### src/rtl/instr_fetch.sv
// Instruction fetch unit: walks a combinational program ROM from a registered
// fetch PC and queues {instruction, address} pairs in a small prefetch buffer.
module instr_fetch #(
  parameter logic [15:0] RESET_PC = 16'h0000,
  parameter int          DEPTH    = 4
) (
  input  logic                     clk,
  input  logic                     rst_n,
  input  logic                     fetch_en,
  output logic [15:0]              rom_addr,
  input  logic [15:0]              rom_data,
  input  logic                     redirect,
  input  logic [15:0]              redirect_pc,
  output logic                     instr_valid,
  output logic [15:0]              instr,
  output logic [15:0]              instr_pc,
  input  logic                     instr_ready,
  output logic [$clog2(DEPTH):0]   fifo_count
);

  localparam int AW = $clog2(DEPTH);
  localparam logic [AW:0] FULL_COUNT = (AW+1)'(DEPTH);

  logic [15:0]   fetch_pc_reg;
  logic [15:0]   fetch_pc_next;
  logic [AW-1:0] head_reg;
  logic [AW-1:0] head_next;
  logic [AW-1:0] tail_reg;
  logic [AW-1:0] tail_next;
  logic [AW:0]   count_reg;
  logic [AW:0]   count_next;

  logic [15:0]   instr_mem [DEPTH];
  logic [15:0]   pc_mem    [DEPTH];

  logic          pop;
  logic          push;

  // Handshake qualifiers; a full buffer may still accept a word when the head leaves.
  always_comb begin
    pop  = (count_reg != '0) & instr_ready;
    push = fetch_en & ~redirect & ((count_reg < FULL_COUNT) | pop);
  end

  always_comb begin
    fetch_pc_next = fetch_pc_reg;
    head_next     = head_reg;
    tail_next     = tail_reg;
    count_next    = count_reg;
    if (redirect) begin
      // Flush wins over everything; the head is dropped, not delivered.
      fetch_pc_next = redirect_pc;
      head_next     = '0;
      tail_next     = '0;
      count_next    = '0;
    end else begin
      if (push) begin
        fetch_pc_next = fetch_pc_reg + 16'd1;
        tail_next     = tail_reg + 1'b1;
      end
      if (pop) begin
        head_next = head_reg + 1'b1;
      end
      case ({push, pop})
        2'b10:   count_next = count_reg + 1'b1;
        2'b01:   count_next = count_reg - 1'b1;
        default: count_next = count_reg;
      endcase
    end
  end

  always_ff @(posedge clk or negedge rst_n) begin
    if (!rst_n) begin
      fetch_pc_reg <= RESET_PC;
      head_reg     <= '0;
      tail_reg     <= '0;
      count_reg    <= '0;
    end else begin
      fetch_pc_reg <= fetch_pc_next;
      head_reg     <= head_next;
      tail_reg     <= tail_next;
      count_reg    <= count_next;
    end
  end

  // Storage carries no reset: occupancy alone decides which slots are meaningful.
  always_ff @(posedge clk) begin
    if (push) begin
      instr_mem[tail_reg] <= rom_data;
      pc_mem[tail_reg]    <= fetch_pc_reg;
    end
  end

  assign rom_addr    = fetch_pc_reg;
  assign instr_valid = (count_reg != '0);
  assign instr       = instr_mem[head_reg];
  assign instr_pc    = pc_mem[head_reg];
  assign fifo_count  = count_reg;

endmodule

### config.mk
export PLATFORM = sky130hd
export DESIGN_NAME = instr_fetch
export DESIGN_NICKNAME = d
export VERILOG_FILES = /design/src/rtl/instr_fetch.sv
export SDC_FILE = /design/constraint.sdc
export NUM_CORES = 1
export LEC_CHECK = 0
export CAP_MARGIN = 10
export CORE_ASPECT_RATIO = 0.5
export CORE_MARGIN = 2
export CORE_UTILIZATION = 55
export CTS_BUF_LIST = sky130_fd_sc_hd__clkbuf_4 sky130_fd_sc_hd__clkbuf_8 sky130_fd_sc_hd__clkbuf_16
export DETAILED_ROUTE_END_ITERATION = 12
export DONT_BUFFER_PORTS = 1
export HOLD_SLACK_MARGIN = 0.05
export PLACE_DENSITY_LB_ADDON = 0.08
export SLEW_MARGIN = 20
export SYNTH_ARGS = -nofsm -noshare
export SYNTH_HDL_FRONTEND = slang
export SYNTH_SLANG_ARGS = --single-unit
### constraint.sdc
create_clock -name clk -period 2.3 [get_ports clk]
set_input_delay 0.575 -clock clk [delete_from_list [all_inputs] [get_ports clk]]
set_output_delay 0.575 -clock clk [all_outputs]
set_load 0.03 [all_outputs]
### Yosys cells after proc, flatten, opt, wreduce, memory -nomap -nowiden

Memories as Yosys holds them, arrays and structs flattened.
Cells that the tools add are included.

| storage, ports and cells | value |
|---|---|
| register bits after elaboration | 23 |
| latch bits | 0 |
| bits in writable memories | 128 |
| bits in read-only memories | 0 |
| bits of input ports | 37 |
| output and inout port bits | 52 |
| logic and storage cells | 33 |
| memories kept | 2 |

Memory list:

| name | depth | width | rd ports | clocked after Yosys merged registers in | wr ports | RTL line | RTL |
|---|---|---|---|---|---|---|---|
| instr_mem | 4 | 16 | 1 | 0 | 1 | 33 | `logic [15:0] instr_mem [DEPTH];` |
| pc_mem | 4 | 16 | 1 | 0 | 1 | 34 | `logic [15:0] pc_mem [DEPTH];` |

| cells by class | value |
|---|---|
| add/sub/neg operators | 5 |
| multiply operators | 0 |
| divide/modulo/power cells | 0 |
| order comparisons | 1 |
| equality and inequality tests | 2 |
| shift operators | 0 |
| multiplexer cells | 10 |
| bitwise operators | 5 |
| reductions and logical operators | 4 |

Operators by type and width:

| kind | count |
|---|---|
| 16-bit two-way mux | 2 |
| 16-bit by 1-bit adder with 16-bit output, second input constant | 1 |
| 2-bit two-way mux | 4 |
| 3-bit case mux with 2 select lines | 1 |
| 3-bit nonzero test | 2 |
| 2-bit by 1-bit adder with 2-bit output, second input constant | 2 |
| 2-bit nonzero test | 2 |
| 3-bit by 1-bit adder with 3-bit output, second input constant | 1 |
| 1-bit AND | 3 |
| 3-bit < comparator, second input constant | 1 |
| 3-bit two-way mux | 1 |
| 3-bit by 1-bit subtractor with 3-bit output, second input constant | 1 |
| 2-bit by 1-bit == test with 1-bit output, second input constant | 1 |
| 2-bit == test, second input constant | 1 |
| 1-bit two-way mux | 2 |
| 1-bit NOT | 1 |
| 1-bit bitwise OR | 1 |

### Logic depth before layout (Yosys ltp)

| depth | value |
|---|---|
| depth in word-level cells | 7 |
| mapped depth | 8 |
| depth with buffers taken out | 8 |

### Worst setup path after synthesis

No wires, ideal clock.

| timing | value |
|---|---|
| path type | reg-to-reg |
| start | register count_reg[2], in the netlist fifo_count[2] |
| end | memory instr_mem[0][0], enable pin |
| library setup time | 0.392 ns |
| arrival time | 1.912 ns |
| data required time | 1.908 ns |
| setup slack | -0.004 ns |
| stages on the path, launching flop included | 5 |
| path buffers | 0 |
| period minus slack after synthesis | 2.304 ns |
| path through | dfrtp_1 -> or2b_1 -> nand2_1 -> nor2_1 -> and2_1 |

| between the ends | value |
|---|---|
| longest elaborated chain between the ends | 6 |
| elaborated cells on any way between the ends | 7 |
| those cells by class | order compare: 1; mux: 2; bitwise: 3; reduce/logical: 1 |

Ends and longest elaborated chain:

| element | RTL line | RTL |
|---|---|---|
| start, declared | 30 | `logic [AW:0] count_reg;` |
| start signal, assigned | 82 | `count_reg <= count_next;` |
| parallel branches: the longest is 2 deep, another holds 3-bit < comparator | n/a |  |
| 1-bit bitwise OR (*) | 42 | `push = fetch_en & ~redirect & ((count_reg < FULL_COUNT) \| pop);` |
| 1-bit AND (*) | 42 |  |
| 1-bit two-way mux (*) | 88 | `if (push) begin` |
| 1-bit two-way mux (not written as such) (*) | 89 | `instr_mem[tail_reg] <= rom_data;` |
| end, declared | 33 |  |

Every way passes the cells marked *.

### Final worst setup path

| timing | value |
|---|---|
| start | register head_reg[0] |
| end | output port instr_pc[10] |

| between the ends | value |
|---|---|
| longest elaborated chain between the ends | 1 |

Ends and longest elaborated chain:

| element | RTL line | RTL |
|---|---|---|
| start, declared | 26 | `logic [AW-1:0] head_reg;` |
| start signal, assigned | 80 | `head_reg <= head_next;` |
| memory 4 x 16 bit | n/a |  |
| end, declared | 16 | `output logic [15:0] instr_pc,` |

No other way between the ends.

==> results.tsv <==
stage	metric	value	unit
synthesis	predominant post-synthesis flop cell	sky130_fd_sc_hd__edfxtp_1	
route	Initial DRC Count	179	
cells_and_area	synth-to-layout area growth	14.45	%
route	post-DR wirelength/cell	22.27	um
route	Detailed Routing Iterations Pass 1	5	
global_route	total track usage	20.66	%
setup_path	RR Startpoint	fifo_count[2]	
global_route	number of global-route vias before repair	3237	
route	vias post-DR	2992	
synthesis	number of different library cells in the post-synthesis netlist	34	
cells_and_area	post-route design area	6838	um^2
placement	DP Cell Count	469	
cells_and_area	filler-free cell count of the finished design	502	
die	area of the die	11760	um^2
clock_tree	root buffer cell	sky130_fd_sc_hd__clkbuf_16	
timing	final worst path period share	97.44	%
clock_tree	number of buffers inserted during clock tree synthesis	17	
setup_path	endpoint required time on the critical path	1.73	ns
die	placeable core region	10380	um^2
timing	Final Critical Period	2.241	ns
timing	pins over their slew limit	0	
die	Die Width	151.4	um
timing	post-route setup slack	0.05882	ns
clock_tree	clock insertion delay at the later pin of the skew report	0.41	ns
die	total number of placement rows	26	
clock_tree	Bufs on Longest Clock Path	2	
setup_path	endpoint kind of the worst setup timing path	primary output	
route	number of nets still failing antenna checks after routing	0	
setup_path	Worst setup SP type	flip-flop	
clock_tree	CTS tree	done	
setup_path	critical path cell sequence	buf_12, mux4_2	
status	run status	complete, no violations	
global_route	GR Overflow Total	0	
setup_path	longest individual stage delay on the worst path	0.65	ns
synthesis	Ys Warns	0	
die	Boundary Pins	89	
synthesis	number of cells produced by synthesis	321	
synthesis	share of the yosys chip area belonging to registers	73.97	%
cells_and_area	fraction of final layout cells with drive strength greater than 1	25.97	%
synthesis	count of flip-flops with a built-in enable after synthesis	128	
route	DRC violation count after routing	0	
timing	Hold Vio Cnt, Final	0	
synthesis	number of nets in the synthesized netlist	364	
setup_path	launch point of the critical path	head_reg[0]	
clock_tree	clock-pin slew on the worst setup and hold paths	0.06	ns
flow_run	count of max-cap constraint violations	0	
route	total wire length	11180	um
die	Die Y	77.70	um
worst_hold_path	worst hold path type	in2async	
setup_path	Setup Crit Path Kind	reg2out	
synthesis	proportion of synthesized flip-flops having asynchronous set or reset	15.23	%
cells_and_area	number of diodes added for antenna fixing	0	
setup_path	slowest library cell on the worst path	sky130_fd_sc_hd__mux4_2	
placement	Routability Congestion	0.7903	
die	initial core utilization	57.57	%
synthesis	summed instance area of the synthesized netlist	5974	um^2
cells_and_area	number of nets in the layout	393	
synthesis	flop and latch count out of synthesis	151	
placement	placed inst area	6279	um^2
setup_path	crit path to	instr_pc[10]	
timing	Worst Tran Pin Value	0.8905	ns
setup_path	biggest fanout along the worst timing path	17	
timing	setup repair after global routing missed its margin	yes	
clock_tree	number of sinks on the clock net	151	
global_route	antenna violations before repair	0	
timing	maximum achievable frequency	446.2	MHz
timing	Slew Limit Headroom	40.63	%
route	Vias per Instance	5.960	
power_and_ir_drop	worst voltage drop across the vdd grid	0.5579	mV
setup_path	Reg2Reg Setup Slack	0.16	ns
synthesis	average cell area after synthesis	18.61	um^2
setup_path	r2r endpoint	fifo_count[2]	
timing	number of endpoints failing setup at the final stage	0	
power_and_ir_drop	static leakage power	2.263	nW
placement	I/O Buffers	0	
cells_and_area	Fillers	682	
global_route	largest net degree at the start of global routing	33	
timing	clock tree skew after final layout	0.01182	ns
placement	worst setup timing slack at the placement stage	0.04967	ns
setup_path	worst endpoint data arrival time	1.67	ns
power_and_ir_drop	power density normalized to cell area	1133	nW/um^2
setup_path	path depth of the worst reg2reg path	7	
placement	estimated wirelength of the detail-placed design	7219	um
clock_tree	level count of the clock H-tree	4	
global_route	global-route wire length before repair	17530	um
cells_and_area	final cell utilization of the core	65.89	%
## power by group
part / total (mW) / switching [mW] / internal, mW
Clock: 2.54 / 1.04 / 1.50
Sequential: 3.30 / 0.101 / 3.19
Combinational: 1.91 / 1.22 / 0.685
Total: 7.74 / 2.36 / 5.38
## metal layers
layer  share of wire (%)  track usage, %  vias up  routed length [um]
met5                   0               0        -                   0
met4                0.97           7.290        0                 108
met3                 9.7           7.471       10                1080
met2                  48           31.04      105                5373
met1                  41           28.25     1540                4618
li1                    -               -     1337                   -
## metrics by stage
step	total power, mW	TNS, ns	hold slack, ns
6_report	7.745	0	0.1404
3_5_place_dp	5.266	0	0.2802
2_1_floorplan	4.861	0	0.2794
5_1_grt	8.072	-0.01602	0.1739
4_1_cts	7.811	0	0.2130
3_3_place_gp	5.241	0	0.2802
## cell usage in the layout (no fill, tap or decap), types with 3 or more instances in the layout
cell type and instances:
sky130_fd_sc_hd__a31oi_1 6, sky130_fd_sc_hd__and2_2 4, sky130_fd_sc_hd__buf_4 20, sky130_fd_sc_hd__clkbuf_16 17, sky130_fd_sc_hd__clkinv_2 4, sky130_fd_sc_hd__clkinvlp_4 4
sky130_fd_sc_hd__dfrtp_1 22, sky130_fd_sc_hd__edfxtp_1 128, sky130_fd_sc_hd__ha_1 5, sky130_fd_sc_hd__inv_1 6, sky130_fd_sc_hd__mux4_2 32, sky130_fd_sc_hd__nand2_1 21
sky130_fd_sc_hd__nand3_1 6, sky130_fd_sc_hd__nand4_1 5, sky130_fd_sc_hd__nor2_1 13, sky130_fd_sc_hd__nor2b_1 3, sky130_fd_sc_hd__o21ai_0 13, sky130_fd_sc_hd__o31ai_1 4
sky130_fd_sc_hd__or3_1 4, sky130_fd_sc_hd__or4_1 6, sky130_fd_sc_hd__xnor2_1 7, sky130_fd_sc_hd__xor2_1 5
## synth_stat cells (all sizes together) (6+ instances only)
cell type  number  area share, %
inv             6           0.38
o21ai          13            1.1
xnor2           7            1.0
nand2          21            1.3
dfrtp          23            9.6
mux4           32             12
nor2           13           0.82
a31oi           6           0.63
clkbuf          9           0.57
edfxtp        128             64
or4             7           0.94
nand3           6           0.50
## cell type report
type	instances	area, um^2	area share [%]
clock inverter	12	106.4	1.555
timing repair buffer	23	195.2	2.855
sequential	151	4420	64.65
tap	140	175.2	2.562
inverter	6	22.52	0.3294
multi-input combinational	151	1478	21.61
clock buffer	19	440.4	6.441
## timing repair
item / in CTS / in global routing
hold buffers: 1 / 0
setup buffers: 0 / 1
resized for setup: 0 / 0
hold endpoints to repair: 23 / 0
endpoints found under the setup margin: 0 / 7
## worst min-delay path by stage
stage | end | cells after the start | slack, ns
final | fifo_count[0] | 1 | 0.14
after global routing | rom_addr[12] | 1 | 0.17
after floorplan | fifo_count[0] | 0 | 0.28
after CTS | tail_reg[1] | 1 | 0.21
after global placement | rom_addr[1] | 0 | 0.28
after detailed placement | fifo_count[0] | 0 | 0.28
## critical path, delay by kind of cell (launching register included)
| family | cells | cell delay [ns] |
|---|---|---|
| flip-flops | 1 | 0.41 |
| multiplexers | 1 | 0.65 |
| buffers and inverters | 1 | 0.19 |
## cell families (layout without fill, tap and decap cells)
| family | Yosys count | count (layout) | share of synthesized area [%] |
|---|---|---|---|
| adder cells (fa/ha/maj) | 6 | 6 | 1.382 |
| multiplexers | 35 | 35 | 12.59 |
| AND/OR/NAND/NOR | 72 | 72 | 6.346 |
| XOR/XNOR | 12 | 12 | 1.759 |
| buffers and inverters | 19 | 60 | 1.382 |
| flip-flops | 151 | 151 | 73.97 |
| AO/OA/AOI/OAI | 26 | 26 | 2.576 |
Note: power is estimated with default switching activity, not from simulation.
